`src/rtl/ship_board_pkg.sv`:
```
// Shared game definitions for the ship board: board geometry, result codes,
// shot FSM states and the cell addressing helpers.
package ship_board_pkg;

  localparam logic [3:0] BOARD_DIM  = 4'd10;
  localparam logic [3:0] SHIP_TOTAL = 4'd11;

  typedef enum logic [1:0] {
    RES_NONE    = 2'b00,
    RES_MISS    = 2'b01,
    RES_HIT     = 2'b10,
    RES_INVALID = 2'b11
  } result_e;

  typedef enum logic [1:0] {
    S_IDLE,
    S_CHECK,
    S_RESP
  } shot_state_e;

  // Address layout: [7:4] = row y, [3:0] = column x.
  function automatic logic cell_in_range(input logic [7:0] addr);
    return (addr[3:0] < BOARD_DIM) && (addr[7:4] < BOARD_DIM);
  endfunction

  function automatic logic [6:0] cell_index(input logic [7:0] addr);
    return 7'(addr[7:4]) * 7'(BOARD_DIM) + 7'(addr[3:0]);
  endfunction

endpackage

```
`src/rtl/ship_board_edge_rise.sv`:
```
// One-bit rising-edge detector: previous value is registered, rise is
// high during the first cycle the input is seen high.
module edge_rise (
  input  logic clk,
  input  logic rst,
  input  logic d,
  output logic rise
);

  logic d_q;

  always_ff @(posedge clk or posedge rst) begin
    if (rst) d_q <= 1'b0;
    else     d_q <= d;
  end

  assign rise = d & ~d_q;

endmodule

```
`src/rtl/ship_board.sv`:
```
// Battleship board: ship placement by pick_ship edges and a three-state
// shot evaluator reporting miss / hit / invalid-or-repeat with handshake.
module ship_board
  import ship_board_pkg::*;
(
  input  logic       clk,
  input  logic       rst,
  input  logic       place_en,
  input  logic       pick_ship,
  input  logic [7:0] mouse_position,
  input  logic       shot_valid,
  input  logic [7:0] shot_addr,
  input  logic       result_ack,
  output logic [3:0] ship_count,
  output logic [1:0] shot_result,
  output logic       result_valid,
  output logic       shot_busy,
  output logic       all_sunk
);

  shot_state_e state, state_next;
  logic [99:0] ship;
  logic [99:0] shot;
  logic [3:0]  hit_count, hit_next;
  logic [7:0]  shot_addr_q;
  result_e     res_q, res_d;
  logic        pick_rise;
  logic [7:0]  cell_addr;
  logic [6:0]  cell_idx;
  logic        cell_ok;
  logic        place_req;

  edge_rise u_pick_edge (
    .clk  (clk),
    .rst  (rst),
    .d    (pick_ship),
    .rise (pick_rise)
  );

  always_comb begin
    state_next = state;
    case (state)
      S_IDLE:  if (shot_valid && !place_en) state_next = S_CHECK;
      S_CHECK: state_next = S_RESP;
      S_RESP:  if (result_ack) state_next = S_IDLE;
      default: state_next = S_IDLE;
    endcase

    // One index/range unit serves both paths; CHECK owns it for its single cycle.
    cell_addr = (state == S_CHECK) ? shot_addr_q : mouse_position;
    cell_ok   = cell_in_range(cell_addr);
    cell_idx  = cell_index(cell_addr);

    if (!cell_ok)            res_d = RES_INVALID;
    else if (shot[cell_idx]) res_d = RES_INVALID;
    else if (ship[cell_idx]) res_d = RES_HIT;
    else                     res_d = RES_MISS;

    hit_next = hit_count;
    if (state == S_CHECK && res_d == RES_HIT && hit_count < SHIP_TOTAL)
      hit_next = hit_count + 4'd1;

    place_req = place_en && pick_rise && cell_ok && (state != S_CHECK);
  end

  always_ff @(posedge clk or posedge rst) begin
    if (rst) begin
      state       <= S_IDLE;
      ship        <= '0;
      shot        <= '0;
      ship_count  <= '0;
      hit_count   <= '0;
      shot_addr_q <= '0;
      res_q       <= RES_NONE;
      all_sunk    <= 1'b0;
    end else begin
      state     <= state_next;
      hit_count <= hit_next;
      all_sunk  <= all_sunk | (hit_next == SHIP_TOTAL);

      if (state == S_IDLE && shot_valid && !place_en)
        shot_addr_q <= shot_addr;

      if (state == S_CHECK) begin
        res_q <= res_d;
        if (res_d == RES_HIT || res_d == RES_MISS)
          shot[cell_idx] <= 1'b1;
      end

      if (place_req) begin
        if (ship[cell_idx]) begin
          ship[cell_idx] <= 1'b0;
          ship_count     <= ship_count - 4'd1;
        end else if (ship_count < SHIP_TOTAL) begin
          ship[cell_idx] <= 1'b1;
          ship_count     <= ship_count + 4'd1;
        end
      end
    end
  end

  assign shot_busy    = (state != S_IDLE);
  assign result_valid = (state == S_RESP);
  assign shot_result  = (state == S_RESP) ? res_q : RES_NONE;

endmodule

```
`config.mk`:
```
export PLATFORM = sky130hd
export DESIGN_NAME = ship_board
export DESIGN_NICKNAME = d
export VERILOG_FILES = /design/src/rtl/ship_board_pkg.sv /design/src/rtl/ship_board_edge_rise.sv /design/src/rtl/ship_board.sv
export SDC_FILE = /design/constraint.sdc
export NUM_CORES = 1
export LEC_CHECK = 0
export CORE_AREA = 2 2 157 159
export DETAILED_ROUTE_END_ITERATION = 12
export DIE_AREA = 0 0 159 161
export SKIP_CTS_REPAIR_TIMING = 1
export SKIP_LAST_GASP = 1
export SYNTH_ARGS = -nofsm -noshare
export SYNTH_HDL_FRONTEND = slang
export SYNTH_SLANG_ARGS = --single-unit
export TNS_END_PERCENT = 100
```
`constraint.sdc`:
```
create_clock -name clk -period 7.9 [get_ports clk]
set_clock_uncertainty 0.15 [all_clocks]
set_input_delay 1.185 -clock clk [delete_from_list [all_inputs] [get_ports clk]]
set_output_delay 1.185 -clock clk [all_outputs]
set_load 0.03 [all_outputs]
```
==> results.toml <==
[setup_path]
path_cells = "clkdlybuf4s50_1, mux2i_1, inv_1, ha_2, ha_2, buf_4, mux2_2, nand2_1, a21oi_1, a2111oi_0, nor3_1, o21ai_0, and4b_1, and2_1, ha_1, nor3_1, buf_4, nand2_1, o21bai_1"
crit_path_top_delay_cell = "ha_2"
rr_startpoint = "state[1]"
worstPathArrival_ns = 6.67
max_stage_delay_ns = 0.91
setup.worst_path.end_class = "register"
reg2regPathDepth = 19
critPathMaxFanout = 34
cp-start-kind = "input port"
worstSetupPathType = "in2reg"
worst_r2r_endpoint = "shot[49]"
cp.required_ns = 8.16
r2r_slack_ns = 1.83

[logic_synthesis]
synth_edf_count = 0
ys_seq_area_share_pct = 52.1
synth_area_per_cell_sq_um = 10.9
synth_cell_types = 61
ys_async_sr_fraction_pct = 100
yosys_warnings = 0
synth_flop_cell = "dfrtp_1"
ys_seq_elements = 222
synthCells = 981
syn-num-nets = 1013
syn-cell-area_sq_mm = 0.0107

[grt]
grt_max_degree = 148
grt_pass1_vias = 8052
antenna_found_initial = 0
grt_pass1_wl_microns = 47000
grt_usage_pct = 23.2
grt_remaining_overflow = 0

[route]
ant_nets = 0
top_layer_used = "met4"
drcViolationCount = 0
via_per_inst = 5.92
routedWlPerCell_microns = 21.9
drt_iter0_drc = 684
wl_met3_microns = 1830
route.met2.wl_microns = 13500
met1Wirelength_microns = 13500
routed_wl_microns = 29400
vias = 7941
dr.pass1.iters = 5

[floorplanning]
io_pins = 31
coreArea_sq_mm = 0.0240
die_height_microns = 161
initial_core_util_pct = 44.5
rows = 57
die-area_sq_mm = 0.0256
fp.dieW_microns = 159

[final_layout]
stdcell_count = 1341
final_cell_mix = "dfrtp_1 (222), a21oi_1 (213), o21bai_1 (98)"
layout.cells.most_common = "dfrtp_1"
n_antenna_cell = 0
fin_area_sq_mm = 0.0121
drive_gt1_share_pct = 15.0
final_nets = 1037
syn_to_final_growth_pct = 13.7

[timing]
drv_slew = 0
min_period_ns = 6.41
setup_violations = 0
fmax_ghz = 0.156
worst_slew_pin_slew_ns = 1.32
relSlewSlack_pct = 11.4
hold_viol_final = 0
finalCritPeriodShare_pct = 81.1
setup_tns_ns = 0
rsz0062_at_grt = "false"

[clock_tree]
htree_levels = 1
cts.clk_slew.worst_paths_ns = 0.06
insertion_delay_ns = 0.52
cts_root_buf = "clkbuf_16"
clkSinkCount = 222
cts_tree = "done"
numCtsBuffers = 25
clk_path_buf_depth = 3

[pwr]
seq_power_share_pct = 38.3
total_power_mw = 3.68
combPwrFrac_pct = 32.5
leakage_nw = 5.31
irDropWorstVdd_mv = 0.147
p_sw_share_pct = 35.5
p_sw_mw = 1.30
p_per_area_mw_per_mm2 = 303
internal-power_mw = 2.37
pwr-share-clk_pct = 29.2

[run_status]
status = "finished, final reports clean"

[min_path]
holdPathEnd = "shot[61]"
worstHoldStart = "shot[61]"
hold_depth = 1
hp-class = "reg2reg"

[placement]
dp_cells = 1302
port_buffers = 30
place_congestion = 0.791
dpl_cell_area_sq_mm = 0.0114
dp_hpwl_microns = 18400

[flow_run]
cap_violations = 0
## per-layer routing
metal	GRT usage [%]	up-vias
li1	-	3645
met1	33.7	3973
met2	36.6	275
met3	4.29	48
met4	5.45	0
met5	0	-
## cells by family after synthesis
| group | after synthesis | synth area share [%] |
|---|---|---|
| xor+xnor | 10 | 0.821 |
| fa+ha+maj | 10 | 1.24 |
| simple gates | 176 | 8.59 |
| buf+inv | 85 | 3.37 |
| mux | 87 | 11.4 |
| flops | 222 | 52.1 |
| compound gates | 391 | 22.5 |
## cell type report
| type | count | area, sq um |
|---|---|---|
| Clock buffer | 35 | 723 |
| Clock inverter | 4 | 23.8 |
| Fill cell | 2191 | 11800 |
| Inverter | 15 | 63.8 |
| Multi-Input combinational cell | 674 | 4770 |
| Sequential cell | 222 | 5560 |
| Tap cell | 324 | 405 |
| Timing Repair Buffer | 67 | 591 |
## Yosys cell counts, types with 3 or more instances
library cell  instances  area share, %
a22o_1                3           0.25
buf_1                 6           0.21
a21oi_1             213             10
nand3_1              23            1.1
nor2b_1               4           0.23
o211ai_1              7           0.49
o22ai_1               6           0.35
and2_1                4           0.23
o21bai_1             98            6.9
ha_1                  9            1.1
nor2_1               35            1.2
nor3b_1               3           0.21
nor3_2                7           0.66
and3_1                3           0.18
nand3b_1              3           0.21
inv_1                14           0.49
xnor2_1               8           0.66
buf_2                20           0.94
dfrtp_1             222             52
a31oi_1               6           0.35
a21o_1                4           0.28
nor3_1               17           0.80
buf_4                 4           0.28
nand2b_1              6           0.35
mux2_2               28            3.0
mux2i_1              34            3.2
a31o_2                5           0.41
clkbuf_1             40            1.4
a221oi_1             11           0.90
nand2_1              57            2.0
o21ai_0              18           0.84
mux4_2               25            5.3
## critical path, delay by kind of cell
family          cells  cell delay (ns)
fa+ha+maj           3             1.38
compound gates      4             1.18
buf+inv             4             1.01
mux                 2             0.61
simple gates        6             1.29
## power by group through the flow
stage	Sequential [mW]	Combinational [mW]	Clock (mW)
2_1_floorplan	1.41	0.834	0
3_3_place_gp	1.42	1.18	0
3_5_place_dp	1.42	1.19	0
4_1_cts	1.41	1.20	1.09
5_1_grt	1.43	1.31	1.14
6_report	1.41	1.20	1.07
## per-stage QoR
stage / worst slack, ns / util (%) / hold WS [ns]
5_1_grt: 0.953 / 50.6 / 0.332
6_report: 1.49 / 50.6 / 0.317
4_1_cts: 1.54 / 50.6 / 0.319
3_3_place_gp: 1.09 / 47.5 / 0.302
3_5_place_dp: 1.03 / 47.5 / 0.307
2_1_floorplan: 0.487 / - / 0.284
## worst max-delay path by stage
| stage | start | endpoint | cells past startpoint |
|---|---|---|---|
| after floorplan | rst | asynchronous set/reset pin | 1 |
| after global placement | mouse_position[5] | ship_count[2] | 20 |
| after detailed placement | mouse_position[4] | shot[1] | 19 |
| after CTS | mouse_position[4] | shot[49] | 19 |
| after global routing | mouse_position[4] | shot[1] | 19 |
| final | mouse_position[4] | shot[49] | 19 |
Power figures use the tool's default switching activity.
